## src/rtl/frame_crop_ctrl_pkg.sv

```systemverilog
// Shared definitions for the boundary-crop sequencing controller.
package frame_crop_ctrl_pkg;

    typedef enum logic [1:0] {
        ST_IDLE    = 2'd0,
        ST_MEASURE = 2'd1,
        ST_LOCKED  = 2'd2
    } crop_state_e;

    // Largest value a counter of the given width can hold; counters stick here.
    function automatic int unsigned sat_max(input int unsigned bits);
        return (32'd1 << bits) - 32'd1;
    endfunction

endpackage

```

## src/rtl/frame_geom_meter.sv

```systemverilog
// Measures active width/height of each frame from the vs/de stream and
// reports them, with a consistency flag, on a pulse at every vs rising edge.
module frame_geom_meter
    import frame_crop_ctrl_pkg::*;
#(
    parameter int CNT_BITS = 12
) (
    input  logic                clk_i,
    input  logic                rst_n_i,
    input  logic                vs_i,
    input  logic                de_i,
    output logic                frame_done_o,
    output logic [CNT_BITS-1:0] frame_w_o,
    output logic [CNT_BITS-1:0] frame_h_o,
    output logic                consistent_o
);

    localparam logic [CNT_BITS-1:0] CNT_MAX = CNT_BITS'(sat_max(CNT_BITS));

    logic                vs_q;
    logic                de_q;
    logic                vs_rise;
    logic                de_fall;
    logic                first_line;
    logic [CNT_BITS-1:0] col_cnt;
    logic [CNT_BITS-1:0] row_cnt;
    logic [CNT_BITS-1:0] ref_w;
    logic                mism;
    logic                sat;
    logic [CNT_BITS-1:0] row_nxt;
    logic [CNT_BITS-1:0] ref_nxt;
    logic                mism_nxt;
    logic                sat_nxt;

    function automatic logic [CNT_BITS-1:0] sat_inc(input logic [CNT_BITS-1:0] v);
        return (v == CNT_MAX) ? v : v + 1'b1;
    endfunction

    assign vs_rise    = vs_i & ~vs_q;
    assign de_fall    = ~de_i & de_q;
    assign first_line = (row_cnt == '0);

    // Frame statistics including a line that ends in this very cycle, so a
    // de fall coinciding with vs rise still counts toward the closing frame.
    always_comb begin
        row_nxt  = de_fall ? sat_inc(row_cnt) : row_cnt;
        ref_nxt  = (de_fall && first_line) ? col_cnt : ref_w;
        mism_nxt = mism | (de_fall & ~first_line & (col_cnt != ref_w));
        sat_nxt  = sat | (de_i & (col_cnt == CNT_MAX)) | (de_fall & (row_cnt == CNT_MAX));
    end

    assign frame_done_o = vs_rise;
    assign frame_w_o    = ref_nxt;
    assign frame_h_o    = row_nxt;
    assign consistent_o = ~mism_nxt & (row_nxt != '0) & ~sat_nxt;

    // Edge-detect registers, saturating counters and per-frame flags.
    always_ff @(posedge clk_i or negedge rst_n_i) begin
        if (!rst_n_i) begin
            vs_q    <= 1'b0;
            de_q    <= 1'b0;
            col_cnt <= '0;
            row_cnt <= '0;
            ref_w   <= '0;
            mism    <= 1'b0;
            sat     <= 1'b0;
        end else begin
            vs_q    <= vs_i;
            de_q    <= de_i;
            col_cnt <= de_i ? sat_inc(col_cnt) : '0;
            if (vs_rise) begin
                row_cnt <= '0;
                ref_w   <= '0;
                mism    <= 1'b0;
                sat     <= 1'b0;
            end else begin
                row_cnt <= row_nxt;
                ref_w   <= ref_nxt;
                mism    <= mism_nxt;
                sat     <= sat_nxt;
            end
        end
    end

endmodule

```

## src/rtl/frame_crop_ctrl.sv

```systemverilog
// Lock/measure FSM, frame-boundary config commit and crop-window arithmetic
// for the run-time programmable boundary-crop stage.
module frame_crop_ctrl
    import frame_crop_ctrl_pkg::*;
#(
    parameter int CNT_BITS      = 12,
    parameter int DEF_SKIP_ROWS = 10,
    parameter int DEF_SKIP_COLS = 10,
    parameter int LOCK_FRAMES   = 2
) (
    input  logic                clk_i,
    input  logic                rst_n_i,
    input  logic                vs_i,
    input  logic                hs_i,
    input  logic                de_i,
    input  logic                cfg_valid_i,
    output logic                cfg_ready_o,
    input  logic [CNT_BITS-1:0] cfg_skip_rows_i,
    input  logic [CNT_BITS-1:0] cfg_skip_cols_i,
    output logic [CNT_BITS-1:0] col_lo_o,
    output logic [CNT_BITS-1:0] col_hi_o,
    output logic [CNT_BITS-1:0] row_lo_o,
    output logic [CNT_BITS-1:0] row_hi_o,
    output logic                crop_en_o,
    output logic                locked_o,
    output logic                cfg_err_o,
    output logic [CNT_BITS-1:0] frame_w_o,
    output logic [CNT_BITS-1:0] frame_h_o
);

    localparam int MW = $clog2(LOCK_FRAMES + 1);
    localparam logic [CNT_BITS-1:0] DEF_ROWS = CNT_BITS'(DEF_SKIP_ROWS);
    localparam logic [CNT_BITS-1:0] DEF_COLS = CNT_BITS'(DEF_SKIP_COLS);

    crop_state_e         state;
    logic [MW-1:0]       match_cnt;
    logic [MW-1:0]       match_nxt;
    logic [CNT_BITS-1:0] cand_w;
    logic [CNT_BITS-1:0] cand_h;
    logic [CNT_BITS-1:0] skip_rows;
    logic [CNT_BITS-1:0] skip_cols;
    logic [CNT_BITS-1:0] pend_rows;
    logic [CNT_BITS-1:0] pend_cols;
    logic [CNT_BITS-1:0] skip_rows_nxt;
    logic [CNT_BITS-1:0] skip_cols_nxt;
    logic                frame_done;
    logic                meas_cons;
    logic [CNT_BITS-1:0] meas_w;
    logic [CNT_BITS-1:0] meas_h;
    logic                cfg_accept;
    logic                cfg_pending;
    logic                stay_locked;
    logic                lock_hit;
    logic                load_bnd;
    logic [2*CNT_BITS:0] col_bnd;
    logic [2*CNT_BITS:0] row_bnd;
    logic                bnd_fit;
    logic                unused_hs;

    // One axis of the window: {fits, lo, hi}. Doubling the skip needs one
    // extra bit so a large skip cannot wrap into an apparently valid window.
    function automatic logic [2*CNT_BITS:0] axis_bounds(input logic [CNT_BITS-1:0] size,
                                                        input logic [CNT_BITS-1:0] skip);
        logic [CNT_BITS:0]   twice_skip;
        logic [CNT_BITS-1:0] hi;
        twice_skip = {skip, 1'b0};
        hi         = size - skip;
        if (twice_skip >= {1'b0, size}) begin
            return '0;
        end
        return {1'b1, skip, hi};
    endfunction

    frame_geom_meter #(
        .CNT_BITS (CNT_BITS)
    ) u_meter (
        .clk_i        (clk_i),
        .rst_n_i      (rst_n_i),
        .vs_i         (vs_i),
        .de_i         (de_i),
        .frame_done_o (frame_done),
        .frame_w_o    (meas_w),
        .frame_h_o    (meas_h),
        .consistent_o (meas_cons)
    );

    // Line sync carries no information the controller needs.
    assign unused_hs = hs_i;

    // A config is pending exactly while the request port is closed.
    assign cfg_pending = ~cfg_ready_o;
    assign cfg_accept  = cfg_valid_i & cfg_ready_o;

    // Bounds computed at a frame boundary already use the config committed there.
    assign skip_rows_nxt = (frame_done && cfg_pending) ? pend_rows : skip_rows;
    assign skip_cols_nxt = (frame_done && cfg_pending) ? pend_cols : skip_cols;

    assign col_bnd = axis_bounds(meas_w, skip_cols_nxt);
    assign row_bnd = axis_bounds(meas_h, skip_rows_nxt);
    assign bnd_fit = col_bnd[2*CNT_BITS] & row_bnd[2*CNT_BITS];

    // Candidate matching and decision of whether this boundary loads new bounds.
    always_comb begin
        match_nxt = '0;
        if (meas_cons && meas_w == cand_w && meas_h == cand_h) begin
            match_nxt = match_cnt + MW'(1);
        end else if (meas_cons) begin
            match_nxt = MW'(1);
        end
        lock_hit    = (match_nxt >= MW'(LOCK_FRAMES));
        stay_locked = meas_cons && (meas_w == frame_w_o) && (meas_h == frame_h_o);
        load_bnd    = frame_done &&
                      (((state == ST_MEASURE) && lock_hit) ||
                       ((state == ST_LOCKED) && stay_locked));
    end

    // Requested skips are captured on the handshake and held until committed.
    always_ff @(posedge clk_i) begin
        if (cfg_accept) begin
            pend_rows <= cfg_skip_rows_i;
            pend_cols <= cfg_skip_cols_i;
        end
    end

    // Lock FSM, config commit at frame boundaries and registered crop window.
    always_ff @(posedge clk_i or negedge rst_n_i) begin
        if (!rst_n_i) begin
            state       <= ST_IDLE;
            match_cnt   <= '0;
            cand_w      <= '0;
            cand_h      <= '0;
            skip_rows   <= DEF_ROWS;
            skip_cols   <= DEF_COLS;
            cfg_ready_o <= 1'b1;
            locked_o    <= 1'b0;
            crop_en_o   <= 1'b0;
            cfg_err_o   <= 1'b0;
            frame_w_o   <= '0;
            frame_h_o   <= '0;
            col_lo_o    <= '0;
            col_hi_o    <= '0;
            row_lo_o    <= '0;
            row_hi_o    <= '0;
        end else begin
            if (frame_done && cfg_pending) begin
                skip_rows   <= pend_rows;
                skip_cols   <= pend_cols;
                cfg_ready_o <= 1'b1;
            end else if (cfg_accept) begin
                cfg_ready_o <= 1'b0;
            end

            if (frame_done) begin
                case (state)
                    ST_IDLE: begin
                        state     <= ST_MEASURE;
                        match_cnt <= '0;
                    end
                    ST_MEASURE: begin
                        match_cnt <= match_nxt;
                        if (meas_cons) begin
                            cand_w <= meas_w;
                            cand_h <= meas_h;
                        end
                        if (lock_hit) begin
                            state     <= ST_LOCKED;
                            locked_o  <= 1'b1;
                            frame_w_o <= meas_w;
                            frame_h_o <= meas_h;
                        end
                    end
                    ST_LOCKED: begin
                        if (!stay_locked) begin
                            state     <= ST_MEASURE;
                            locked_o  <= 1'b0;
                            crop_en_o <= 1'b0;
                            match_cnt <= match_nxt;
                            if (meas_cons) begin
                                cand_w <= meas_w;
                                cand_h <= meas_h;
                            end
                        end
                    end
                    default: state <= ST_IDLE;
                endcase
            end

            if (load_bnd) begin
                cfg_err_o <= ~bnd_fit;
                crop_en_o <= bnd_fit;
                col_lo_o  <= bnd_fit ? col_bnd[2*CNT_BITS-1:CNT_BITS] : '0;
                col_hi_o  <= bnd_fit ? col_bnd[CNT_BITS-1:0]          : '0;
                row_lo_o  <= bnd_fit ? row_bnd[2*CNT_BITS-1:CNT_BITS] : '0;
                row_hi_o  <= bnd_fit ? row_bnd[CNT_BITS-1:0]          : '0;
            end
        end
    end

endmodule
```

## config.mk

```make
export PLATFORM = sky130hd
export DESIGN_NAME = frame_crop_ctrl
export DESIGN_NICKNAME = d
export VERILOG_FILES = /design/src/rtl/frame_crop_ctrl_pkg.sv /design/src/rtl/frame_geom_meter.sv /design/src/rtl/frame_crop_ctrl.sv
export SDC_FILE = /design/constraint.sdc
export NUM_CORES = 1
export LEC_CHECK = 0
export ABC_AREA = 1
export BUFFER_PORTS_ARGS = -buffer_cell sky130_fd_sc_hd__buf_2
export CORE_MARGIN = 2
export CORE_UTILIZATION = 46
export DETAILED_ROUTE_END_ITERATION = 8
export GPL_ROUTABILITY_DRIVEN = 1
export SYNTH_ARGS = -nofsm -noshare
export SYNTH_HDL_FRONTEND = slang
export SYNTH_SLANG_ARGS = --single-unit
```

## constraint.sdc

```tcl
create_clock -name clk_i -period 6.35 [get_ports clk_i]
set_input_delay 0.9525 -clock clk_i [delete_from_list [all_inputs] [get_ports clk_i]]
set_output_delay 0.9525 -clock clk_i [all_outputs]
set_load 0.03 [all_outputs]
```

Yosys cells after proc, flatten, opt, wreduce, memory -nomap -nowiden
Cells that the tools add are included.
Operators by class
  equal/unequal tests: 13
  multiplexer cells: 42
  reduce and logical (&&, ||, !) cells: 24
  $lt $le $gt $ge: 3
  add/subtract/negate cells: 5
  bitwise gates (word level): 20
Operator list (count)
  $mux W12: 17
  $mux W25: 4
  $eq A12 B12 Y1: 4
  $pmux W12 S2: 2
  $ge A13 B12 Y1: 2
  $add A12 B1 Y12 const B: 2
  $eq A12 B12 Y1 const B: 2
  $sub A12 B12 Y12: 2
  $reduce_and A3 Y1: 5
  $logic_not A12 Y1: 1
  $mux W1: 12
  $ne A12 B12 Y1: 1
  $pmux W2 S3: 2
  $reduce_bool A12 Y1: 1
  $and A1 B1 Y1: 10
  $logic_and A1 B1 Y1: 9
  $mux W2: 4
  $reduce_bool A2 Y1: 4
  $not A1 Y1: 7
  $ne A2 B2 Y1 const B: 3
  $reduce_and A4 Y1: 1
  $or A1 B1 Y1: 3
  $reduce_bool A3 Y1: 1
  $add A2 B1 Y2 const B: 1
  other kinds (7): 7
Storage, ports and cells
  bits in registers: 192

Longest topological paths before layout
  depth after elaboration: 17
  gate-level depth with buffers: 23
  mapped depth without buffers: 22

Cells and area by module
A second synthesis with hierarchy kept.
Unflattened totals
  cell total of the unflattened synthesis: 1621
  area total of the unflattened synthesis: 11785.1 sq um
Modules (own cells, without submodules)
  frame_crop_ctrl: times used 1, cells each 1298, area each 9414.0 sq um
  frame_geom_meter: times used 1, cells each 323, area each 2371.0 sq um

Worst setup path after synthesis
No wires, ideal clock.
  kind: input port to flip-flop
  start point: in vs_i
  end point: reg row_hi_o[10]
  setup slack: 2625 ps
  data arrival time: 3607 ps
  data required time: 6232 ps
  cell stages on the path: 22
  buffers on the path: 1
  cell sequence: inv_1 > nor2_2 > nand2_1 > inv_1 > clkbuf_1 > or2_2 > o21ai_0 > inv_1 > ha_1 > inv_1 > fa_1 > a21oi_1 > o21bai_1 > nand2_1 > nand2_1 > nand2_1 > nand2_1 > a21oi_1 > xor2_1 > nor3_1 > nand3_1 > nand2_1
On the way
  cells in the longest elaborated chain, start to end: 8
Ends and longest elaborated chain
  start, declared: RTL line frame_crop_ctrl.sv:13  | input logic vs_i,
  $and A1 B1 Y1 *: RTL line frame_geom_meter.sv:39  | assign vs_rise = vs_i & ~vs_q;
  $logic_and A1 B1 Y1 *: RTL line frame_crop_ctrl.sv:95  | assign skip_rows_nxt = (frame_done && cfg_pending) ? pend_rows : skip_rows;
  $mux W12 *
  net skip_rows_nxt[0]: RTL line frame_crop_ctrl.sv:44  | logic [CNT_BITS-1:0] skip_rows_nxt;
  $ge A13 B12 Y1: RTL line frame_crop_ctrl.sv:68  | if (twice_skip >= {1'b0, size}) begin
  $mux W1: RTL line frame_crop_ctrl.sv:68
  $mux W25 *: RTL line frame_crop_ctrl.sv:71  | return {1'b1, skip, hi};
  $and A1 B1 Y1: RTL line frame_crop_ctrl.sv:100  | assign bnd_fit = col_bnd[2*CNT_BITS] & row_bnd[2*CNT_BITS];
  $mux W12 *: RTL line frame_crop_ctrl.sv:194  | row_hi_o <= bnd_fit ? row_bnd[CNT_BITS-1:0] : '0;
  end signal, assigned: RTL line frame_crop_ctrl.sv:194
  end, declared: RTL line frame_crop_ctrl.sv:23  | output logic [CNT_BITS-1:0] row_hi_o,
Mark *: on every way through the listed nets, which the timed path passes. The rest lies on a longest branch.
A chain may end at the register's enable or synchronous reset.

Worst setup path after layout
  start point: in de_i
  end point: reg row_lo_o[9]
On the way
  cells in the longest elaborated chain, start to end: 15
Ends and longest elaborated chain
  start, declared: RTL line frame_crop_ctrl.sv:15  | input logic de_i,
  parallel branches: the longest is 15 deep, another holds $ge A13 B12 Y1
  end signal, assigned: RTL line frame_crop_ctrl.sv:193  | row_lo_o <= bnd_fit ? row_bnd[2*CNT_BITS-1:CNT_BITS] : '0;
  end, declared: RTL line frame_crop_ctrl.sv:22  | output logic [CNT_BITS-1:0] row_lo_o,
Parallel ways; which one is timed is not known.

==> summary.md <==
| Metric | Value |
|---|---|
| Pleak | 0.00669 µW |
| Mean Syn Cell Area | ~8 µm² |
| DRC | 0 |
| Post-layout instance area | around 13,000 µm² |
| Post-route ant nets | 0 |
| Cell area power density | 271 nW/µm² |
| Synth unique cells | between 40 and 50 |
| Synth Net Count | between 1,500 and 2,000 |
| Ys flop type | dfrtp_1 |
| Area of the die | 27,100 µm² |
| Clk slew on worst S/H paths | 80 ps |
| Input/output buffers | between 100 and 150 |
| Setup CP Type | input port to flip-flop |
| Share of the synthesized area in the top cell type | between 30% and 40% |
| Startpoint type of the worst setup path | input port |
| Commonest non-fill, non-tap cell in the layout | nand2_1 |
| Post-Syn Area | ~12,000 µm² |
| Hold Path Class | input port to asynchronous set/reset pin |
| Syn Inst Count | approximately 1,500 |
| Final min period | about 4300 ps |
| Max_cap viols | 0 |
| Top post-synthesis cells by area | dfrtp_1, nand2_1, nand3_1 |
| Fin. Hold Viols | 0 |
| Worst path max stage delay | 650 ps |
| First-pass GRT wire length | roughly 53 mm |
| Sequential share of the synthesized area | about 42% |
| I/O pin cnt | ~110 |
| Critical Path End Type | flip-flop |
| Post-DP Area | between 10,000 and 15,000 µm² |
| Starting DRT DRC Count | just under 800 |
| Placer congestion estimate | around 0.92 |
| Number of synthesized flops with an enable pin | 24 |
| Crit-path max FO | 53 |
| Relative slew slack | about 30% |
| DP Worst Slack | ~1600 ps |
| Initial antenna violation count | 1 |
| YS warnings | 0 |
| Ys async rst share | between 80% and 90% |
| Total negative slack | 0 ps |
| Worst-Margin Slew | 1050 ps |
| GRT Residual Overflow | 0 |
| Wire length per cell | 16.9 µm |
| WP data arrival | about 4600 ps |
| Clk_skew | about 19 ps |
| Worst Setup Slack, final | 2050 ps |
| Largest net degree at the start of global routing | 72 |
| Post-CTS setup buffer count | 0 |
| Endpoints failing setup | 0 |
| Drt via density | around 5.3 |
| CTS Buf Count | 17 |
| CP Cell Sequence | buf_2, inv_4, nand2_4, inv_4, nand3_2, nand2_1, nand2_2, nand2_1, nand2_1, nor2_1, nand2_1, nor2_1, nand2_1, nor2_1, nand4_4, buf_4, nand3_1, nand2_1 |
| CP delay by family, top | simple AND/OR/NAND/NOR gates |
| Detail Placement HPWL | ~24 mm |
| Final Cycle Share | around two thirds |
| All-layer global routing usage | between 20% and 30% |
| CTS resizes | 0 |
| Fmax | around 230 MHz |
| Die Height | between 150 and 200 µm |
| Fraction of layout cells with a size suffix above 1 | 16.9% |
| Core box area | approximately 25,000 µm² |
| Slew Limit Fails | 0 |
| Vias in the first global route | slightly below 10,000 |
| Die X-Extent | roughly 160 µm |
| Most frequent CP cell | nand2_1 |
| Layout area overhead | 10.8% |
| CP Buf/Inv Count | 4 |
| Slowest cell on crit path | nand4_4 |
| Most frequent cells in the layout | nand2_1, nand3_1, inv_1 |
| Rows | between 50 and 60 |
| Hold-fix buffers, CTS | 0 |
| Via Count | between 10,000 and 15,000 |
| Final layout net count | 1,676 |
| Maximum VDD drop | 0.000139 V |
| Initial DRT Pass Iterations | 7 |
| Sink Count | around 190 |
| RSZ-0062 raised after global routing | no |
| CTS max path bufs | 2 |
| Flops & latches, synth | about 190 |
| Outcome | complete, no violations |
| Synth area leader | dfrtp_1 |
| Later-pin clock latency in the skew report | between 400 and 500 ps |
| H-tree depth | 4 |
| Initial core utilization | a little under half |
| CTS tree | built |
| Critical path required time | between 6000 and 7000 ps |
| Final WL | approximately 33 mm |
| Hold Worst Slack | approximately 420 ps |
| Root buffer cell | clkbuf_16 |
## registers in the layout, indices dropped and copies added (netlist names), 2 cells and up
register and count:
frame_w_o 12, match_cnt 2, skip_cols 12, state 2, u_meter.ref_w 12, col_hi_o 12
pend_rows 12, u_meter.col_cnt 12, pend_cols 12, frame_h_o 12, cand_w 12, cand_h 12
row_lo_o 12, row_hi_o 12, skip_rows 12, u_meter.row_cnt 12, col_lo_o 12
## path summary, 6_finish.rpt
kind | end | slack (ps) | from | depth (start not counted)
setup / recovery | row_lo_o[9] | 2050 | de_i | 18
hold reg to reg | col_lo_o[11] | 500 | col_lo_o[11] | 2
max in group asynchronous | u_meter.row_cnt[4] | 4710 | rst_n_i | 2
setup reg to reg | row_lo_o[9] | 2090 | u_meter.row_cnt[0] | 18
hold / removal | u_meter.col_cnt[8] | 420 | rst_n_i | 1
min in group clk_i | col_lo_o[11] | 500 | col_lo_o[11] | 2
## power breakdown
group	internal [µW]	switching, µW	leakage [µW]	total (µW)
logic	341	697	0.00394	1040
registers	1340	62.7	0.00245	1410
clock network	548	568	0.000299	1120
## Yosys cell counts, types with 2 or more instances
cell type	n
o21ai_2	20
dfstp_2	5
o21ai_0	60
ha_1	51
xor2_1	19
or2_2	22
o31ai_1	2
nand4_1	46
a21oi_1	35
nand4_2	3
o21a_1	2
inv_2	9
clkbuf_1	23
nand3b_1	14
nand3_2	6
o211ai_1	2
o21ai_1	14
nand3_1	186
nor2_2	7
a211oi_1	2
inv_4	2
nand2_1	353
nor2_1	108
buf_6	16
xnor2_1	16
fa_1	2
nand2_2	36
edfxtp_1	24
nor3_1	57
buf_2	8
buf_4	6
dfrtp_1	163
nand2_4	5
nor2_4	9
nor3b_1	3
inv_1	166
## routing by layer
metal  track usage, %  vias up  share of wire, %
met5                0        -                 0
met4             7.31        0               2.1
met3             4.17       44               5.1
met2             37.0      260                43
met1             38.1     4818                50
li1                 -     5132                 -
## logic make-up after synthesis
logic type      synth area share (%)
buf+inv                         8.64
xor+xnor                        2.59
compound gates                  6.99
fa+ha+maj                       5.72
flops                           41.6
simple gates                    34.5
## metrics by stage
stage	total power, µW	cells	utilization [%]
2_1_floorplan	2190	1515	-
3_3_place_gp	2450	1904	49.6
3_5_place_dp	2460	1904	49.6
4_1_cts	3580	1936	52.0
5_1_grt	3790	1936	52.0
6_report	3560	1937	52.0
## cell type report
| class | count | area [µm²] |
|---|---|---|
| fill | 2472 | 12100 |
| tap | 330 | 413 |
| timing repair buffer | 113 | 594 |
| sequential | 192 | 4930 |
| antenna | 1 | 2.50 |
| inverter | 177 | 669 |
| clock buffer | 18 | 439 |
| multi-input combinational | 1092 | 5910 |
| clock inverter | 14 | 173 |
(Power assumes the default switching activity.)
